### config.mk
export PLATFORM = sky130hd
export DESIGN_NAME = note_sequencer
export DESIGN_NICKNAME = d
export VERILOG_FILES = /design/src/rtl/note_sequencer_pkg.sv /design/src/rtl/note_sequencer_tick_divider.sv /design/src/rtl/note_sequencer.sv
export SDC_FILE = /design/constraint.sdc
export NUM_CORES = 1
export LEC_CHECK = 0
export CAP_MARGIN = 10
export CORE_MARGIN = 5
export CORE_UTILIZATION = 25
export CTS_BUF_LIST = sky130_fd_sc_hd__clkbuf_4 sky130_fd_sc_hd__clkbuf_8 sky130_fd_sc_hd__clkbuf_16
export CTS_CLUSTER_DIAMETER = 40
export DETAILED_ROUTE_END_ITERATION = 10
export DONT_BUFFER_PORTS = 1
export MAX_ROUTING_LAYER = met4
export PLACE_DENSITY = 0.38
export SETUP_SLACK_MARGIN = 0.1
export SKIP_CTS_REPAIR_TIMING = 1
export SYNTH_ARGS = -nofsm -noshare
export SYNTH_HDL_FRONTEND = slang
export SYNTH_SLANG_ARGS = --single-unit
### constraint.sdc
create_clock -name clk -period 5.2 [get_ports clk]
set_input_delay 0.78 -clock clk [delete_from_list [all_inputs] [get_ports clk]]
set_output_delay 0.78 -clock clk [all_outputs]
set_load 0.02 [all_outputs]
### src/rtl/note_sequencer_pkg.sv
// Shared definitions for the note sequencer: default code width, rest code,
// FSM state encoding and the note-length helper.
package note_sequencer_pkg;

   localparam int DEFAULT_FREQ_W = 12;
   localparam int REST_CODE      = 0;

   typedef enum logic [1:0] {
      ST_IDLE = 2'd0,
      ST_NOTE = 2'd1,
      ST_GAP  = 2'd2
   } state_e;

   // A programmed note length of 0 still plays for one tick.
   function automatic logic [8:0] note_target(input logic [7:0] step_ticks);
      return (step_ticks == 8'd0) ? 9'd1 : {1'b0, step_ticks};
   endfunction

endpackage

### src/rtl/note_sequencer_tick_divider.sv
// Tempo prescaler: tick is high in the cycle the count reaches TICK_DIV-1;
// clr restarts the count so a new phase starts on a clean tick boundary.
module tick_divider #(
   parameter int TICK_DIV = 100000
) (
   input  logic clk,
   input  logic rst,
   input  logic clr,
   output logic tick
);

   localparam int CNT_W = (TICK_DIV > 1) ? $clog2(TICK_DIV) : 1;

   logic [CNT_W-1:0] cnt_q, cnt_d;

   assign tick = (cnt_q == CNT_W'(TICK_DIV - 1));

   always_comb begin
      if (clr || tick) cnt_d = '0;
      else             cnt_d = cnt_q + 1'b1;
   end

   // NOTE: state registers use non-blocking assignments only, so every flop
   // samples the pre-edge values regardless of block ordering.
   always_ff @(posedge clk) begin
      if (rst) cnt_q <= '0;
      else     cnt_q <= cnt_d;
   end

endmodule

### src/rtl/note_sequencer.sv
// Programmable step sequencer: plays a stored pattern of note codes at a
// programmable tempo with optional per-note silent gap and looping.
module note_sequencer
   import note_sequencer_pkg::*;
#(
   parameter int STEPS    = 16,
   parameter int ADDR_W   = 4,
   parameter int FREQ_W   = DEFAULT_FREQ_W,
   parameter int TICK_DIV = 100000
) (
   input  logic              clk,
   input  logic              rst,
   input  logic              start,
   input  logic              stop,
   input  logic              loop_en,
   input  logic              wr_en,
   input  logic [ADDR_W-1:0] wr_addr,
   input  logic [FREQ_W-1:0] wr_freq,
   input  logic              wr_last,
   input  logic [7:0]        step_ticks,
   input  logic [7:0]        gap_ticks,
   output logic [FREQ_W-1:0] freq,
   output logic              play,
   output logic [ADDR_W-1:0] step_idx,
   output logic              busy,
   output logic              done
);

   state_e              state_q, state_d;
   logic [ADDR_W-1:0]   step_idx_q, step_idx_d;
   logic [FREQ_W-1:0]   freq_q, freq_d;
   logic                play_q, play_d;
   logic                done_q, done_d;
   logic [8:0]          ticks_q, ticks_d;

   logic [FREQ_W-1:0]   mem_freq_q [STEPS];
   logic                mem_last_q [STEPS];

   logic                tick;
   logic                clr;
   logic [8:0]          phase_target;
   logic                phase_done;
   logic                is_last;
   logic                load;
   logic [ADDR_W-1:0]   load_idx;

   tick_divider #(
      .TICK_DIV (TICK_DIV)
   ) u_tick_divider (
      .clk  (clk),
      .rst  (rst),
      .clr  (clr),
      .tick (tick)
   );

   // NOTE: the pattern store is reset element by element because a reset
   // must leave every entry reading as a non-final rest.
   always_ff @(posedge clk) begin
      if (rst) begin
         for (int i = 0; i < STEPS; i++) begin
            mem_freq_q[i] <= '0;
            mem_last_q[i] <= 1'b0;
         end
      end else if (wr_en) begin
         mem_freq_q[wr_addr] <= wr_freq;
         mem_last_q[wr_addr] <= wr_last;
      end
   end

   // Phase lengths are evaluated live so tempo changes apply mid-pattern.
   assign phase_target = (state_q == ST_GAP) ? {1'b0, gap_ticks} : note_target(step_ticks);
   assign phase_done   = tick && ((ticks_q + 9'd1) >= phase_target);
   assign is_last      = mem_last_q[step_idx_q] || (step_idx_q == ADDR_W'(STEPS - 1));

   // NOTE: every signal written here gets a default first so no path leaves
   // one unassigned and no latch is inferred.
   always_comb begin
      state_d    = state_q;
      step_idx_d = step_idx_q;
      freq_d     = freq_q;
      play_d     = play_q;
      done_d     = 1'b0;
      ticks_d    = ticks_q;
      clr        = 1'b0;
      load       = 1'b0;
      load_idx   = '0;

      if (tick && (state_q != ST_IDLE)) ticks_d = ticks_q + 9'd1;

      unique case (state_q)
         ST_IDLE: begin
            if (start) load = 1'b1;
         end
         ST_NOTE, ST_GAP: begin
            if (phase_done) begin
               if ((state_q == ST_NOTE) && (gap_ticks != 8'd0)) begin
                  state_d = ST_GAP;
                  play_d  = 1'b0;
                  ticks_d = '0;
                  clr     = 1'b1;
               end else if (!is_last) begin
                  load     = 1'b1;
                  load_idx = step_idx_q + 1'b1;
               end else if (loop_en) begin
                  load = 1'b1;
               end else begin
                  state_d = ST_IDLE;
                  freq_d  = '0;
                  play_d  = 1'b0;
                  done_d  = 1'b1;
                  ticks_d = '0;
                  clr     = 1'b1;
               end
            end
         end
         default: begin
            state_d = ST_IDLE;
            clr     = 1'b1;
         end
      endcase

      if (load) begin
         state_d    = ST_NOTE;
         step_idx_d = load_idx;
         freq_d     = mem_freq_q[load_idx];
         play_d     = (mem_freq_q[load_idx] != FREQ_W'(REST_CODE));
         ticks_d    = '0;
         clr        = 1'b1;
      end

      // Stop overrides everything, including a simultaneous start.
      if (stop) begin
         state_d = ST_IDLE;
         freq_d  = '0;
         play_d  = 1'b0;
         done_d  = 1'b0;
         ticks_d = '0;
         clr     = 1'b1;
      end
   end

   always_ff @(posedge clk) begin
      if (rst) begin
         state_q    <= ST_IDLE;
         step_idx_q <= '0;
         freq_q     <= '0;
         play_q     <= 1'b0;
         done_q     <= 1'b0;
         ticks_q    <= '0;
      end else begin
         state_q    <= state_d;
         step_idx_q <= step_idx_d;
         freq_q     <= freq_d;
         play_q     <= play_d;
         done_q     <= done_d;
         ticks_q    <= ticks_d;
      end
   end

   assign freq     = freq_q;
   assign play     = play_q;
   assign step_idx = step_idx_q;
   assign busy     = (state_q != ST_IDLE);
   assign done     = done_q;

endmodule

==> Word-level counts from Yosys, hierarchy flattened <==
Memory sizes are Yosys's and may differ from the RTL's. A register that Yosys moved wholly into a read port is not among the register bits.
Cells that the tools add are included.
W data, S select, Z words.
{ "totals": {"regBits": 46, "mem_bits_rw": 208, "in_bits": 39, "out_inout_bits": 19, "wordCells": 112, "mem_count": 2} }
{ "memory_table": {"columns": ["name", "words", "width", "rd", "rd_clocked_by_memory_dff", "wr", "line", "source"], "rows": [
  ["mem_freq_q", 16, 12, 1, 0, 16, "note_sequencer.sv:36", "logic [FREQ_W-1:0] mem_freq_q [STEPS];"],
  ["mem_last_q", 16, 1, 1, 1, 16, "note_sequencer.sv:37", "logic mem_last_q [STEPS];"]
]} }
{ "op_classes": {"addsub": 3, "magnitude_cmp": 1, "eq_ne": 14, "muxes": 56, "bitwise": 3, "reduce_logical": 25} }
{ "op_table": {"columns": ["operator", "n"], "rows": [
  ["$mux W12", 7],
  ["$mux W9", 6],
  ["$mux W4", 8],
  ["$mux W1", 26],
  ["$add A17 B1 Y17 const B", 1],
  ["$eq A17 B17 Y1 const B", 1],
  ["$mux W8", 2],
  ["$reduce_and A4 Y1", 3],
  ["$reduce_bool A12 Y1", 1],
  ["$reduce_or A12 Y1", 1],
  ["$add A9 B1 Y9 const B", 1],
  ["$ge A9 B8 Y1", 1],
  ["$ne A3 B3 Y1 const B", 3],
  ["$logic_not A8 Y1", 1],
  ["$mux W2", 4],
  ["$ne A4 B4 Y1 const B", 2],
  ["$reduce_bool A2 Y1", 4],
  ["$reduce_bool A8 Y1", 1],
  ["$ne A2 B2 Y1 const B", 3],
  ["$reduce_or A2 Y1", 3],
  ["$reduce_and A5 Y1", 1],
  ["$reduce_or A5 Y1", 1],
  ["$add A4 B1 Y4 const B", 1],
  ["$eq A4 B4 Y1 const B", 1],
  ["13 further kinds", 19]
]} }

==> Longest topological paths before layout <==
Gate-level depths: netlist of run 1.
{ "depth": {"ltp_word": 11, "mapped_depth": 18, "depth_no_buf": 15} }

==> By module <==
From an unflattened synthesis of run 1, not the netlist that was laid out.
{ "unflattened": {"hier_cells": 1028, "hier_area_um2": 12435.7} }
{ "modules_own_cells": {"columns": ["module", "n_inst", "cells_each", "area_per_inst_um2", "seq_area_each_um2"], "rows": [
  ["note_sequencer", 1, 942, 11644.9, 6906.6],
  ["tick_divider", 1, 86, 790.8, 340.3]
]} }

==> Least setup slack after synthesis of run 1 <==
No wires, ideal clock.
{ "synth_timing": {"path_type": "register to register", "startpoint": "reg state_q[0]", "endpoint": "reg play_q, in the netlist play", "setup_ns": 0.129, "t_arrival_ns": 3.566, "required_time_ns": 5.071, "slack_ns": 1.505, "path_stages_with_launch": 17, "path_buffers": 2, "synth_period_minus_slack_ns": 3.695, "path_cell_list": "dfxtp_1 -> inv_1 -> ha_1 -> clkbuf_1 -> mux2i_1 -> ha_1 -> nand2_1 -> o211ai_1 -> o221ai_1 -> a211oi_1 -> buf_2 -> nand4_1 -> a211oi_1 -> nor3_1 -> or4_1 -> nor4_1 -> a31oi_1"} }
{ "synth_between": {"elab_chain_cells": 9, "word_cells_on_any_way": 25, "classes_between": "order compare (1); eq/ne (3); mux (11); reduce/logical (9); memory (1)"} }
{ "synth_rtl": {"columns": ["item", "line", "source"], "rows": [
  ["start: declaration", "note_sequencer.sv:29", "state_e state_q, state_d;"],
  ["start signal: assignment", "note_sequencer.sv:151", "state_q <= state_d;"],
  ["$eq A2 B2 Y1", "note_sequencer.sv:71, note_sequencer.sv:90", null],
  ["$mux W8", "note_sequencer.sv:71", "assign phase_target = (state_q == ST_GAP) ? {1'b0, gap_ticks} : note_target(step_ticks);"],
  ["$ge A9 B8 Y1", "note_sequencer.sv:72", "assign phase_done = tick && ((ticks_q + 9'd1) >= phase_target);"],
  ["$logic_and A1 B1 Y1", "note_sequencer.sv:72", null],
  ["$mux W4", "note_sequencer.sv:95", "if (phase_done) begin"],
  ["$mux W4", "note_sequencer.sv:90", "unique case (state_q)"],
  ["$mem_v2 Z16 W12", null, null],
  ["$reduce_bool A12 Y1", "note_sequencer.sv:126", "play_d = (mem_freq_q[load_idx] != FREQ_W'(REST_CODE));"],
  ["$mux W1", "note_sequencer.sv:122", "if (load) begin"],
  ["end signal: assignment", "note_sequencer.sv:154", "play_q <= play_d;"],
  ["end: declaration", "note_sequencer.sv:32", "logic play_q, play_d;"]
]} }
Several ways; a longest one is shown, not always the timed one. The select of a mux whose other input is x is not followed.
A chain may end at the register's enable or synchronous reset.

==> Final worst setup path of run 1 <==
{ "layout_timing": {"startpoint": "reg ticks_q[0]", "endpoint": "reg play_q, in the netlist play"} }
{ "layout_between": {"elab_chain_cells": 8, "word_cells_on_any_way": 15, "classes_between": "add/sub (1); order compare (1); eq/ne (1); mux (5); reduce/logical (6); memory (1)"} }
{ "layout_rtl": {"columns": ["item", "line", "source"], "rows": [
  ["start: declaration", "note_sequencer.sv:34", "logic [8:0] ticks_q, ticks_d;"],
  ["start signal: assignment", "note_sequencer.sv:156", "ticks_q <= ticks_d;"],
  ["$add A9 B1 Y9 *", "note_sequencer.sv:72", null],
  ["$ge A9 B8 Y1 *", "note_sequencer.sv:72", null],
  ["$logic_and A1 B1 Y1 *", "note_sequencer.sv:72", null],
  ["$mux W4", "note_sequencer.sv:95", null],
  ["$mux W4", "note_sequencer.sv:90", null],
  ["$mem_v2 Z16 W12", null, null],
  ["$reduce_bool A12 Y1", "note_sequencer.sv:126", null],
  ["$mux W1", "note_sequencer.sv:122", null]
]} }
Every way passes the cells marked *; elsewhere a longest branch is shown, timed or not.

==> run_results.csv, run 1 <==
group,metric,value,unit
run_status,status,"completed",
global_routing,grt.overflow.total,0,
power,peakVddDrop,0.000217,V
cells_and_area,area_growth,19.8,%
timing,setup_viol,0,
synthesis,avgSynthCellArea,11.7,µm²
synthesis,synthTopCellsByArea,"edfxtp_1, and2_1, dfxtp_1, nor2_1, mux4_2",
global_routing,grt_pass1_wl,61000,µm
cells_and_area,antenna_cells,0,
synthesis,yosysTopAreaCellShare,49.9,%
timing,fin_skew,22.9,ps
cells_and_area,fin_area,15000,µm²
power,power.density,380,nW/µm²
timing,min_period,4410,ps
global_routing,track_usage,15.8,%
worst_setup_path,cp-startpoint,"ticks_q[0]",
clock_tree,root_buffer,"clkbuf_16",
worst_setup_path,required,5640,ps
worst_setup_path,path_class,"flip-flop to flip-flop",
cells_and_area,nFillCells,5108,
synthesis,yosysUniqueCellTypes,76,
worst_setup_path,path_cells,"ha_1 > and3_1 > nand3_1 > xnor2_1 > ha_1 > a211oi_1 > o211ai_1 > o221ai_1 > a211oi_1 > buf_4 > nand4_1 > a311o_2 > a21boi_1 > or4_1 > nor4_1 > a31oi_1",
routing,routed_wl,42100,µm
routing,drcViolationCount,0,
worst_setup_path,path_max_fanout,12,
global_routing,grt_antenna_before_repair,4,
cells_and_area,post-route-util,30.1,%
clock_tree,clkTransAtPathRegs,50,ps
place,gp_congestion,0.890,
worst_setup_path,crit_path_start_kind,"flip-flop",
worst_setup_path,path_buf_inv,1,
worst_setup_path,max_stage_delay,500,ps
place,placedCellCount,1709,
cells_and_area,final_common_cell,"and2_1",
synthesis,ys.flop_type,"edfxtp_1",
timing,setup_tns,0,ps
routing,num_vias,8369,
floorplan,chipWidth,234,µm
worst_setup_path,critPathTopFamily,"simple AND/OR/NAND/NOR gates",
worst_setup_path,cp.arrival,4850,ps
synthesis,ys_seq_area_share,57.9,%
floorplan,start_util,25.1,%
timing,rsz0062_at_grt,"no",
floorplan,dieArea,54700,µm²
floorplan,rows,82,
timing,worst_pin_slew,1030,ps
synthesis,yosys.area.top_type,"edfxtp_1",
cells_and_area,layout.cells.non_filler,1798,
synthesis,synthesis.area,12500,µm²
clock_tree,cts_htree_levels,2,
worst_setup_path,r2r_start,"ticks_q[0]",
floorplan,io_pins,58,
flow_run,cap_violations,0,
routing,ant_nets,0,
routing,drtPass1Iterations,5,
worst_hold_path,min_from,"rst",
timing,setup_ws,790,ps
timing,fmax,0.227,GHz
timing,slew_viol_final,0,
routing,drtIter0Drc,568,
synthesis,syn_inst,1075,
clock_tree,clk_path_buf_depth,3,
routing,wl_per_cell,23.4,µm
worst_hold_path,hp-class,"primary input to flip-flop",
global_routing,grt_pass1_vias,8646,
place,dpl.hpwl,28100,µm
cells_and_area,layout_common_cells,"and2_1, edfxtp_1, nor2_1",
clock_tree,cts_num_sinks,258,
place,placed_cell_area,13400,µm²
timing,fin_crit_sh,84.8,%
synthesis,synth_edf_count,208,
cells_and_area,drive_gt1_share,15.2,%
worst_setup_path,slowest_stage,"or4_1",
cells_and_area,final_nets,1141,
synthesis,ys.warnings.count,0,
synthesis,syn_nets,1129,
floorplan,die_h,234,µm
synthesis,async_flop_share,0,%
clock_tree,cts_buffers,48,
clock_tree,clk_latency,580,ps
timing,slew_headroom,30.8,%
synthesis,synth-seq-cells,258,
place,port-buffer-count,0,
timing,hold_viol,0,
place,pre_cts_ws,846,ps
power,p_leak,5.09,nW
global_routing,grt_max_degree,34,
worst_setup_path,end_kind,"flip-flop",
routing,viasPerCell,4.65,
clock_tree,cts_tree,"yes",
floorplan,core-area,49900,µm²
cells in the mapped netlist (all sizes together) (3+ instances only):
library cell,n
a2111oi,6
a211oi,11
a21oi,37
a221oi,4
a22oi,5
a311oi,3
a31oi,12
and2,214
and3,8
buf,7
clkbuf,59
dfxtp,50
edfxtp,208
ha,15
inv,13
mux2,13
mux2i,25
mux4,18
nand2,64
nand2b,3
nand3,39
nand4,19
nor2,87
nor3,21
nor4,3
o2111ai,4
o211ai,3
o21a,3
o21ai,29
or2,18
or3,4
or4,3
xnor2,14
xor2,19
final timing paths:
kind	endpoint	slack, ps	cells after the start
worst max-delay path	play	790	16
worst min-delay path	step_idx[2]	320	1
worst max register to register	play	790	16
worst min register to register	u_tick_divider.cnt_q[0]	500	1
stage by stage:
stage | total power [mW] | hold slack (ps)
2_1_floorplan | 2.52 | 453
3_3_place_gp | 2.60 | 491
3_5_place_dp | 2.60 | 490
4_1_cts | 5.77 | 261
5_1_grt | 5.89 | 271
6_report | 5.70 | 318
metal layers:
layer,vias to the layer above,track usage [%],wire (µm)
li1,3925,-,-
met3,80,4.54,2940
met1,4136,19.9,18700
met4,0,4.79,1200
met5,-,-,0
met2,228,24.7,19200
kinds of logic after synthesis:
| kind of cell | synth area share (%) |
|---|---|
| buf+inv | 2.50 |
| flops | 57.9 |
| simple gates | 21.5 |
| xor+xnor | 2.31 |
| mux | 6.55 |
| compound gates | 7.77 |
| fa+ha+maj | 1.50 |
power breakdown:
part | leakage [nW] | switching, mW | internal, mW | total [mW]
Combinational | 1.88 | 0.124 | 0.0583 | 0.183
Clock | 0.814 | 1.06 | 2.08 | 3.15
Sequential | 2.39 | 0.0383 | 2.33 | 2.37
cell type report:
cell class	instances	area (µm²)	area share (%)
Inverter	13	48.8	0.325
Clock inverter	24	233	1.55
Tap cell	672	841	5.60
Timing Repair Buffer	28	223	1.48
Multi-Input combinational cell	738	5000	33.3
Sequential cell	258	7250	48.3
Clock buffer	65	1410	9.37
registers in the layout, indices dropped and copies added, names as in the netlist, named ones only:
register              cells
play                      1
step_idx                  4
u_tick_divider.cnt_q     17
freq                     12
state_q                   2
mem_freq_q              192
mem_last_q               16
done                      1
ticks_q                   9
Power figures use the tool's default switching activity.
==> run 2, diff against run 1 <==
==> constraint.sdc (replaced) <==
create_clock -name clk -period 4.5 [get_ports clk]
set_input_delay 0.675 -clock clk [delete_from_list [all_inputs] [get_ports clk]]
set_output_delay 0.675 -clock clk [all_outputs]
set_load 0.02 [all_outputs]
==> run 2 against run 1 <==
  * Sequential power rose by 16%
  * Clock power grew 22%
  * Via count increased by 0.42%
  * Register-to-register slack worse by 420 ps
  * Non-clock buffer count grew 14
  * Critical path depth fell by 2
  * Total power is 19% higher
  * Sequential share of layout area down 0.62 points
  * First-iteration DRC count is 2.6% lower
  * Setup slack lost 420 ps
==> run_results.csv, run 2 (synthesis gave the netlist of run 1 again) <==
group,metric,value,unit
place,gp_congestion,0.874,
cells_and_area,layout.cells.non_filler,1815,
floorplan,dieArea,54700,µm²
worst_setup_path,cp.arrival,4620,ps
timing,setup_ws,373,ps
worst_setup_path,path_max_fanout,6,
routing,drtPass1Iterations,4,
routing,wl_per_cell,23.3,µm
clock_tree,root_buffer,"clkbuf_16",
routing,ant_nets,0,
worst_setup_path,end_kind,"flip-flop",
floorplan,rows,82,
cells_and_area,largest_registers,"mem_freq_q x192, u_tick_divider.cnt_q x17, mem_last_q x16",
worst_hold_path,hp-class,"primary input to flip-flop",
cells_and_area,area_growth,21.3,%
clock_tree,clk_path_buf_depth,3,
routing,drtIter0Drc,553,
worst_setup_path,reg2reg_depth,14,
timing,fin_skew,21.1,ps
floorplan,chipWidth,234,µm
timing,setup_tns,0,ps
floorplan,start_util,25.1,%
cells_and_area,top_register,"mem_freq_q",
power,power.density,448,nW/µm²
timing,rsz0062_at_grt,"no",
cells_and_area,layout_common_cells,"and2_1, edfxtp_1, nor2_1",
clock_tree,cts_tree,"yes",
cells_and_area,final_common_cell,"and2_1",
timing,slew_viol_final,0,
global_routing,grt_antenna_before_repair,3,
flow_run,cap_violations,0,
routing,wl_met1,18600,µm
routing,wl_met2,20100,µm
power,p_leak,5.21,nW
worst_setup_path,r2r_start,"ticks_q[0]",
floorplan,die_h,234,µm
cells_and_area,nFillCells,5099,
place,dpl.hpwl,28700,µm
global_routing,grt.overflow.total,0,
place,placed_cell_area,13500,µm²
global_routing,track_usage,15.9,%
timing,whs,198,ps
power,peakVddDrop,0.000257,V
clock_tree,clk_latency,580,ps
worst_hold_path,holdPathStages,1,
worst_setup_path,cp-startpoint,"ticks_q[0]",
cells_and_area,final_nets,1156,
timing,slew_headroom,36.8,%
timing,hold_viol,0,
power,p_total,6.81,mW
cells_and_area,drive_gt1_share,16.6,%
cells_and_area,post-route-util,30.5,%
cells_and_area,fin_area,15200,µm²
routing,routed_wl,42300,µm
timing,setup_viol,0,
worst_setup_path,path_class,"flip-flop to flip-flop",
clock_tree,cts_buffers,49,
clock_tree,cts_num_sinks,258,
run_status,status,"completed",
place,pre_cts_ws,235,ps
global_routing,grt_max_degree,29,
timing,worst_pin_slew,945,ps
timing,fmax,0.242,GHz
clock_tree,clkTransAtPathRegs,40,ps
routing,drcViolationCount,0,
timing,fin_crit_sh,91.7,%
cells_and_area,largest_reg_flops,192,
worst_setup_path,required,4990,ps
timing,min_period,4130,ps
clock_tree,cts_htree_levels,2,
place,placedCellCount,1723,
routing,num_vias,8404,
routing,met3_length,2190,µm
routing,viasPerCell,4.63,
global_routing,grt_pass1_vias,8813,
worst_setup_path,crit_path_start_kind,"flip-flop",
floorplan,core-area,49900,µm²
global_routing,grt_pass1_wl,61300,µm
place,port-buffer-count,0,
routing,routed.top_layer,"met4",
worst_hold_path,min_from,"rst",
floorplan,io_pins,58,
-- run 2: worst max-delay path, stage by stage, from the launching register on --
cell	delay, ps
dfxtp_1	390
ha_1	250
and3_1	200
nand3_1	120
xnor2_1	160
ha_1	330
nand4_1	90
nor2_1	210
nor4b_4	110
a211o_1	380
nor3_2	570
a311oi_1	190
o311ai_0	590
nand3_1	270
a21oi_1	170
-- run 2: final cells by class --
cell class | instances | area, µm² | area share [%]
sequential | 258 | 7250 | 47.7
multi-input combinational | 738 | 5010 | 33.0
clock buffer | 59 | 1350 | 8.91
tap | 672 | 841 | 5.53
clock inverter | 32 | 378 | 2.49
timing repair buffer | 42 | 315 | 2.07
inverter | 13 | 48.8 | 0.321
antenna | 1 | 2.50 | 0.0165
-- run 2: where the power goes --
part	leakage (nW)	internal (mW)	switching, mW	total (mW)
Clock	0.864	2.59	1.26	3.85
Combinational	1.96	0.0687	0.143	0.212
Sequential	2.39	2.69	0.0453	2.74
Total	5.21	5.36	1.45	6.81
-- run 2: metal layers --
metal	up-vias	GRT usage (%)
met2	205	25.5
li1	3965	-
met3	74	3.24
met1	4160	19.8
met5	-	-
met4	0	5.96
-- run 2: path summary, 6_finish.rpt --
kind | end | slack [ps]
worst max-delay path | freq[0] | 370
worst min-delay path | step_idx[0] | 200
worst max register to register | freq[0] | 370
worst min register to register | u_tick_divider.cnt_q[0] | 500
==> run 3, diff against run 2 <==
--- a/config.mk
+++ b/config.mk
@@ -6,7 +6,6 @@
 export NUM_CORES = 1
 export LEC_CHECK = 0
 export CAP_MARGIN = 10
-export CORE_MARGIN = 5
 export CORE_UTILIZATION = 25
 export CTS_BUF_LIST = sky130_fd_sc_hd__clkbuf_4 sky130_fd_sc_hd__clkbuf_8 sky130_fd_sc_hd__clkbuf_16
 export CTS_CLUSTER_DIAMETER = 40
==> run 3 against run 2 <==
  * Total power rose by 6.5%
  * Sequential share of layout area fell by 0.84 points
  * First-iteration DRC count rose by 23%
  * Combinational power rose by 2%
  * Clock power rose by 11%
  * Die area fell by 6.7%
  * Sequential power barely moved
  * Register-to-register slack barely moved
  * Maximum frequency fell by 0.30%
  * Hold slack got worse by 12 ps
  * Non-clock buffer count rose by 9
  * Wire length fell by 0.29%
  * Largest cell class unchanged
==> run_results.csv, run 3 (synthesis gave the netlist of run 1 again) <==
group,metric,value,unit
run_status,status,"completed",
worst_setup_path,cp.arrival,4640,ps
place,placed_cell_area,13500,µm²
routing,drcViolationCount,0,
place,dpl.hpwl,28400,µm
cells_and_area,area_growth,23.5,%
floorplan,io_pins,58,
power,peakVddDrop,0.000266,V
cells_and_area,largest_reg_flops,192,
worst_setup_path,path_class,"flip-flop to flip-flop",
worst_setup_path,critPathTopFamily,"simple AND/OR/NAND/NOR gates",
cells_and_area,largest_registers,"mem_freq_q x192, u_tick_divider.cnt_q x17, mem_last_q x16",
timing,min_period,4140,ps
timing,setup_ws,361,ps
timing,whs,185,ps
timing,slew_viol_final,0,
clock_tree,cts_tree,"yes",
power,p_leak,5.31,nW
worst_setup_path,path_max_fanout,6,
worst_setup_path,worst-path-stages,16,
global_routing,grt_antenna_before_repair,2,
routing,routed_wl,42200,µm
timing,setup_viol,0,
global_routing,grt_pass1_vias,8758,
routing,drtPass1Iterations,5,
place,pre_cts_ws,434,ps
floorplan,chipWidth,226,µm
floorplan,core-area,49200,µm²
global_routing,track_usage,17.4,%
power,power.density,468,nW/µm²
worst_setup_path,end_kind,"flip-flop",
worst_setup_path,ff2ff_setup_slack,360,ps
timing,rsz0062_at_grt,"no",
cells_and_area,drive_gt1_share,17.8,%
worst_setup_path,reg2reg_depth,16,
worst_hold_path,min_from,"rst",
worst_setup_path,path_buf_inv,1,
cells_and_area,layout_common_cells,"and2_1, edfxtp_1, nor2_1",
worst_setup_path,slowest_stage,"nor3_2",
worst_setup_path,required,5000,ps
timing,setup_tns,0,ps
routing,num_vias,8529,
clock_tree,clk_path_buf_depth,3,
cells_and_area,top_register,"mem_freq_q",
worst_setup_path,max_stage_delay,540,ps
worst_setup_path,cp-endpoint,"play",
clock_tree,cts_htree_levels,2,
timing,fin_crit_sh,92.0,%
routing,wl_per_cell,23.1,µm
cells_and_area,post-route-util,31.5,%
place,placedCellCount,1722,
cells_and_area,fin_area,15500,µm²
worst_setup_path,r2r_start,"ticks_q[0]",
timing,hold_viol,0,
cells_and_area,final_common_cell,"and2_1",
clock_tree,clkTransAtPathRegs,50,ps
worst_setup_path,crit_path_start_kind,"flip-flop",
worst_setup_path,path_cells,"ha_2 > and3_1 > nand3_1 > xnor2_1 > ha_1 > nand4_1 > nor2_1 > nor4b_2 > buf_4 > a211o_1 > nor3_2 > a221oi_1 > or2_0 > a211oi_1 > nor4_2 > a31oi_1",
routing,drtIter0Drc,682,
timing,fin_skew,35.7,ps
timing,fmax,0.242,GHz
clock_tree,clk_latency,610,ps
global_routing,grt_pass1_wl,61700,µm
place,port-buffer-count,0,
cells_and_area,final_nets,1168,
routing,viasPerCell,4.68,
global_routing,grt.overflow.total,0,
timing,worst_pin_slew,823,ps
clock_tree,cts_num_sinks,258,
floorplan,die_h,226,µm
worst_setup_path,cp-startpoint,"ticks_q[0]",
floorplan,dieArea,51000,µm²
worst_setup_path,r2r-end,"play",
floorplan,rows,81,
cells_and_area,layout.cells.non_filler,1824,
power,p_total,7.25,mW
place,gp_congestion,0.907,
timing,slew_headroom,44.9,%
worst_hold_path,hp-class,"primary input to flip-flop",
flow_run,cap_violations,0,
clock_tree,root_buffer,"clkbuf_16",
clock_tree,cts_buffers,52,
routing,ant_nets,0,
global_routing,grt_max_degree,30,
floorplan,start_util,25.5,%
## run 3: cell types whose count changed in the layout (fill, tap and decap cells not counted), moves of 2 or more
cell / delta
buf_4: +9
bufinv_16: +5
clkinv_2: -5
clkinvlp_4: +5
inv_4: -2
## run 3: final cells by class
class,count,area (µm²)
Antenna cell,2,5.00
Clock buffer,60,1370
Clock inverter,38,582
Fill cell,5020,33700
Inverter,13,48.8
Multi-Input combinational cell,738,5000
Sequential cell,258,7250
Tap cell,664,831
Timing Repair Buffer,51,383
## run 3: how the worst min path moves through the flow
stage	slack [ps]	to	depth (start not counted)
2_1_floorplan	450	u_tick_divider.cnt_q[0]	1
3_3_place_gp	490	u_tick_divider.cnt_q[0]	1
3_5_place_dp	500	u_tick_divider.cnt_q[0]	1
4_1_cts	140	flip-flop	1
5_1_grt	160	step_idx[1]	1
6_report	190	step_idx[1]	1
## run 3: routing by layer
layer | vias up | share of wire (%) | wire length, µm | global-route usage [%]
li1 | 3994 | - | - | -
met1 | 4216 | 46 | 19300 | 22.7
met2 | 250 | 46 | 19500 | 26.8
met3 | 69 | 5.8 | 2460 | 3.66
met4 | 0 | 2.3 | 981 | 5.71
met5 | - | 0 | 0 | -
## run 3: report_power, final
part	internal, mW	switching, mW	total (mW)	leakage, nW
clock network	2.93	1.36	4.29	0.936
registers	2.69	0.0443	2.74	2.39
logic	0.0710	0.146	0.217	1.99
